==> config.mk <==
export PLATFORM = sky130hd
export DESIGN_NAME = imem_port_arbiter
export DESIGN_NICKNAME = d
export VERILOG_FILES = /design/src/rtl/imem_port_arbiter.sv
export SDC_FILE = /design/constraint.sdc
export NUM_CORES = 1
export LEC_CHECK = 0
export ABC_AREA = 1
export BUFFER_PORTS_ARGS = -buffer_cell sky130_fd_sc_hd__buf_4
export CAP_MARGIN = 20
export CORE_MARGIN = 2
export CORE_UTILIZATION = 30
export CTS_BUF_LIST = sky130_fd_sc_hd__clkbuf_16
export DETAILED_ROUTE_END_ITERATION = 16
export PLACE_DENSITY = 0.67
export SLEW_MARGIN = 20
export SYNTH_ARGS = -nofsm -noshare
export SYNTH_HDL_FRONTEND = slang
export SYNTH_SLANG_ARGS = --single-unit
==> constraint.sdc <==
create_clock -name clock -period 2.65 [get_ports clock]
set_input_delay 0.3975 -clock clock [delete_from_list [all_inputs] [get_ports clock]]
set_output_delay 0.3975 -clock clock [all_outputs]
set_load 0.02 [all_outputs]
==> src/rtl/imem_port_arbiter.sv <==
// imem_port_arbiter: owns the single port of the instruction ROM and shares it
// between the fetch stage (reads) and the UART program loader (writes).
//
// state     | meaning
// ----------+----------------------------------------------------------------
// ST_FETCH  | port belongs to the fetch stage; load_req is sampled here only
// ST_DRAIN  | one idle cycle so the read issued last cycle can return
// ST_LOAD   | port belongs to the loader; CPU stalled; writes accepted
// ST_RESUME | one idle cycle pulsing cpu_restart so the PC returns to 0
module imem_port_arbiter #(
  parameter int ADDR_W = 14,
  parameter int DATA_W = 32
) (
  input  logic              clock,
  input  logic              reset,
  input  logic              fetch_req,
  input  logic [ADDR_W-1:0] fetch_addr,
  output logic [DATA_W-1:0] fetch_rdata,
  output logic              fetch_valid,
  output logic              cpu_stall,
  output logic              cpu_restart,
  input  logic              load_req,
  input  logic              load_done,
  input  logic              load_wvalid,
  input  logic [ADDR_W-1:0] load_waddr,
  input  logic [DATA_W-1:0] load_wdata,
  output logic              load_wready,
  output logic [ADDR_W:0]   load_count,
  output logic              mem_en,
  output logic              mem_we,
  output logic [ADDR_W-1:0] mem_addr,
  output logic [DATA_W-1:0] mem_wdata,
  input  logic [DATA_W-1:0] mem_rdata
);

  typedef enum logic [1:0] {
    ST_FETCH  = 2'd0,
    ST_DRAIN  = 2'd1,
    ST_LOAD   = 2'd2,
    ST_RESUME = 2'd3
  } state_t;

  // load_count saturates at 2^ADDR_W, i.e. a full image.
  localparam logic [ADDR_W:0] COUNT_MAX = {1'b1, {ADDR_W{1'b0}}};
  localparam logic [ADDR_W:0] COUNT_ONE = {{ADDR_W{1'b0}}, 1'b1};

  state_t          state_q, state_d;
  logic            fetch_valid_q, fetch_valid_d;
  logic [ADDR_W:0] count_q, count_d;

  // Next state, port mux and handshake outputs; the port is idle by default.
  always_comb begin
    state_d       = state_q;
    count_d       = count_q;
    fetch_valid_d = 1'b0;
    cpu_stall     = 1'b1;
    cpu_restart   = 1'b0;
    load_wready   = 1'b0;
    mem_en        = 1'b0;
    mem_we        = 1'b0;
    mem_addr      = '0;
    mem_wdata     = '0;

    unique case (state_q)
      ST_FETCH: begin
        if (load_req) begin
          // No fetch is issued in the cycle the loader is granted.
          state_d = ST_DRAIN;
          count_d = '0;
        end else begin
          cpu_stall     = 1'b0;
          mem_en        = fetch_req;
          mem_addr      = fetch_addr;
          fetch_valid_d = fetch_req;
        end
      end
      ST_DRAIN: begin
        state_d = ST_LOAD;
      end
      ST_LOAD: begin
        load_wready = 1'b1;
        if (load_wvalid) begin
          mem_en    = 1'b1;
          mem_we    = 1'b1;
          mem_addr  = load_waddr;
          mem_wdata = load_wdata;
          if (count_q != COUNT_MAX) begin
            count_d = count_q + COUNT_ONE;
          end
        end
        // A write offered alongside load_done is still performed above.
        if (load_done) begin
          state_d = ST_RESUME;
        end
      end
      ST_RESUME: begin
        cpu_restart = 1'b1;
        state_d     = ST_FETCH;
      end
      default: begin
        state_d = ST_FETCH;
      end
    endcase

    // Hold the CPU and keep the ROM port quiet while reset is asserted.
    if (!reset) begin
      cpu_stall     = 1'b1;
      cpu_restart   = 1'b0;
      load_wready   = 1'b0;
      mem_en        = 1'b0;
      mem_we        = 1'b0;
      mem_addr      = '0;
      mem_wdata     = '0;
      fetch_valid_d = 1'b0;
    end
  end

  // State, fetch-valid pipeline bit and session word counter.
  always_ff @(posedge clock or negedge reset) begin
    if (!reset) begin
      state_q       <= ST_FETCH;
      fetch_valid_q <= 1'b0;
      count_q       <= '0;
    end else begin
      state_q       <= state_d;
      fetch_valid_q <= fetch_valid_d;
      count_q       <= count_d;
    end
  end

  assign fetch_valid = fetch_valid_q;
  assign fetch_rdata = mem_rdata;
  assign load_count  = count_q;

endmodule

## Yosys cells after proc, flatten, opt, wreduce, memory -nomap -nowiden

Index checks and enable logic that the tools add are counted.

| storage, ports and cells | value |
|---|---|
| input bits | 98 |
| register bits | 18 |
| output and inout port bits | 99 |
| logic and storage cells | 45 |

| operators by class | value |
|---|---|
| eq/ne operators | 8 |
| muxes and demuxes | 29 |
| reductions and logical operators | 4 |
| $add $sub $neg | 1 |

Operator list:

| cell | count |
|---|---|
| $mux 32 | 3 |
| $mux 15 | 3 |
| $mux 14 | 3 |
| $pmux 15 s2 | 1 |
| $pmux 14 s2 | 1 |
| $add 15x1->15 const B | 1 |
| $ne 15x15->1 const B | 1 |
| $mux 1 | 14 |
| $ne 2x2->1 const B | 4 |
| $pmux 2 s4 | 1 |
| $eq 2x2->1 const B | 2 |
| $mux 2 | 2 |
| $reduce_and 4->1 | 1 |
| $eq 2x1->1 const B | 1 |
| $logic_not 2->1 | 1 |
| $pmux 1 s2 | 1 |
| $reduce_and 2->1 | 1 |
| $reduce_bool 2->1 | 1 |

## Logic depth before layout (Yosys ltp)

| depth | value |
|---|---|
| depth in word-level cells | 4 |
| depth in mapped cells | 11 |

## Worst setup path after synthesis

OpenSTA, ideal clock, no wires.

| timing | value |
|---|---|
| path kind | reg2out |
| start | register state_q[0] |
| end | output mem_wdata[10] |
| slack | 0.497 ns |
| cell stages (with the launch flop) | 9 |
| arrival time | 1.755 ns |
| required time | 2.253 ns |
| path through | dfrtp_1 inv_1 ha_1 buf_6 nand2_1 nor2_1 inv_1 buf_2 nor2_1 |

| between the ends | value |
|---|---|
| cells in the longest elaborated chain, start to end | 3 |

Ends and longest elaborated chain:

| element | RTL line | text |
|---|---|---|
| start: declaration | 47 | `state_t state_q, state_d;` |
| start signal: assignment | 125 | `state_q <= state_d;` |
| $eq 2x2->1 | 64 | `unique case (state_q)` |
| $mux 32 | 64 |  |
| $mux 32 | 106 | `if (!reset) begin` |
| end: declaration | 32 | `output logic [DATA_W-1:0] mem_wdata,` |

Every way passes these cells.

## Worst setup path after layout

| timing | value |
|---|---|
| start | register state_q[0] |
| end | output mem_wdata[7] |

Same word-level chain as after synthesis.

==> qor.txt <==
Pwr Total = 1.61 mW
total routed wirelength = 6410 µm
global-route usage over all layers = 16.3%
Fin. Hold Viols = 0
nets = 548
final setup violation count = 0
post-cts sizing count = 0
CTS Root Cell = clkbuf_16
first-pass GRT wire length = 9890 µm
final core occ = 45.1%
hold buffers post-CTS = 0
initial DRC count = 143
n_diodes = 0
Syn Std Cell Area = 0.00201 mm²
largest net degree at the start of global routing = 33
skew final = 1.94 ps
synthesized area per cell = 5.78 µm²
core footprint = 0.00642 mm²
Avg WL per Cell = 12.3 µm
post-synthesis cell count = 347
Synth Flop Type = dfrtp_1
layout cells sized above 1 = 32.5%
most common cell in the synthesized netlist = nand2_1
initial antenna violation count = 0
Least-Margin Pin Slew = 900 ps
Starting Density = 31.2%
row cnt = 29
Die Ht = 85.8 µm
setup bufs post-CTS = 0
RSZ-0062 raised after global routing = false
final hold slack = 145 ps
num ports = 197
Crit Path Class = register to primary output
clk_lat worst skew = 250 ps
grt total ovfl = 0
Yosys cell types = 25
Die Span X = 85.8 µm
ys async rst share = 100%
HP Class = primary input to async pin
max-cap check violation count = 0
minimum clock period = 2400 ps
post-synthesis sequential area ratio = 22.4%
hpwl dp = 5030 µm
Max VDD drop = 0.368 mV
status = finished with violations
CTS tree = yes
Yosys top cell area share = 22.4%
Crit Path Max Fanout = 32
port buffer count = 132
failing checks = design-rule violations
FF/Latch Area = 450 µm²
Slew Limit Fails = 0
total die area = 0.00736 mm²
Net Count, Synth = 451
CTS sink count = 18
final RePlAce weighted congestion = 0.888
drt drc = 15
Max Freq = 417 MHz
synth top area cells = dfrtp_1, nand2_1, nor2_1
Synth top cells by count = nand2_1, nor2_1, inv_1
area delta synth->final = 44.3%
crit start category = register
H-tree levels = 1
Worst EP arrival = 2000 ps
Seq cells post-synth = 18
worst reg-to-reg path cell count = 6
Via density = 4.49
Leak = 1.67 nW
Crit path required time = 2250 ps
area of the multi-input gates = 0.00106 mm²
Yosys top cell by area = dfrtp_1
number of fill cells = 701
slew margin rel. = 39.9%
EDFF count, synth = 0
PwrDens = 554 mW/mm²
DR pass1 iterations = 12
Reg clk slew, reported paths = 50 ps
CTS Buf Count = 3
Setup crit end kind = primary output
CTS Buffer Depth = 2
antenna-violating nets left = 0
setup TNS = 0 ps
Tcrit/Tclk final = 90.5%
Synth Warn # = 0
vias in the first global route = 2087
DR vias = 2333
==> cells by family after synthesis <==
logic type / Yosys count / share of synthesized area [%]
AO/OA/AOI/OAI: 26 / 7.04
XOR/XNOR: 1 / 0.436
buffers and inverters: 96 / 24.9
AND/OR/NAND/NOR: 200 / 41.5
adder cells (fa/ha/maj): 6 / 3.74
flip-flops: 18 / 22.4
==> critical path, cell delays in order (launching register included) <==
cell and delay (ps):
dfrtp_1 340, inv_1 80, ha_1 220, nand2_1 90, nor2_1 60, inv_1 650, nor2_1 100, buf_4 200
==> layout make-up <==
class,count,share of cell area (%)
Inverter,53,6.87
Sequential cell,18,15.6
Clock buffer,3,2.59
Multi-Input combinational cell,233,36.5
Clock inverter,1,0.130
Tap cell,77,3.33
Timing Repair Buffer,135,35.0
==> where the power goes <==
group / internal [mW] / switching, mW
sequential: 0.305 / 0.0273
clock: 0.201 / 0.108
combinational: 0.340 / 0.623
total: 0.847 / 0.759
==> state kept, by name (all words and copies together), names as in the netlist <==
name	flops
fetch_valid	1
load_count	15
state_q	2
==> placed cells by master, fill, tap and decap left out, types with 3 or more instances in the layout <==
cell and instances:
a21oi_1 17, nand2_1 88, nor3_1 4, nand3_1 29, o21ai_0 3, nor2_1 70
clkbuf_16 3, clkinv_1 3, inv_1 50, buf_4 135, ha_1 6, dfrtp_1 18
==> per-stage QoR <==
stage	instances	worst slack, ps	area, µm²
6_report	520	252	2900
5_1_grt	520	25.9	2900
4_1_cts	520	212	2900
3_5_place_dp	516	481	2820
3_3_place_gp	516	526	2820
2_1_floorplan	347	497	2010
==> metal layers <==
| metal | track usage (%) | wire [µm] | up-vias |
|---|---|---|---|
| li1 | - | - | 1214 |
| met1 | 20.9 | 2630 | 1015 |
| met2 | 27.6 | 3130 | 87 |
| met3 | 3.08 | 503 | 17 |
| met4 | 5.05 | 136 | 0 |
| met5 | 0 | 0 | - |
==> worst paths after layout <==
kind                                start             end  slack, ps
max                            state_q[0]    mem_wdata[7]        250
min                                 reset   load_count[4]        150
max reg2reg                    state_q[0]  load_count[11]        650
min reg2reg                load_count[13]  load_count[13]        540
max in group asynchronous           reset  load_count[12]       2280
min in group clock              fetch_req     fetch_valid        480
No activity file was read; power rests on OpenSTA's default activity.
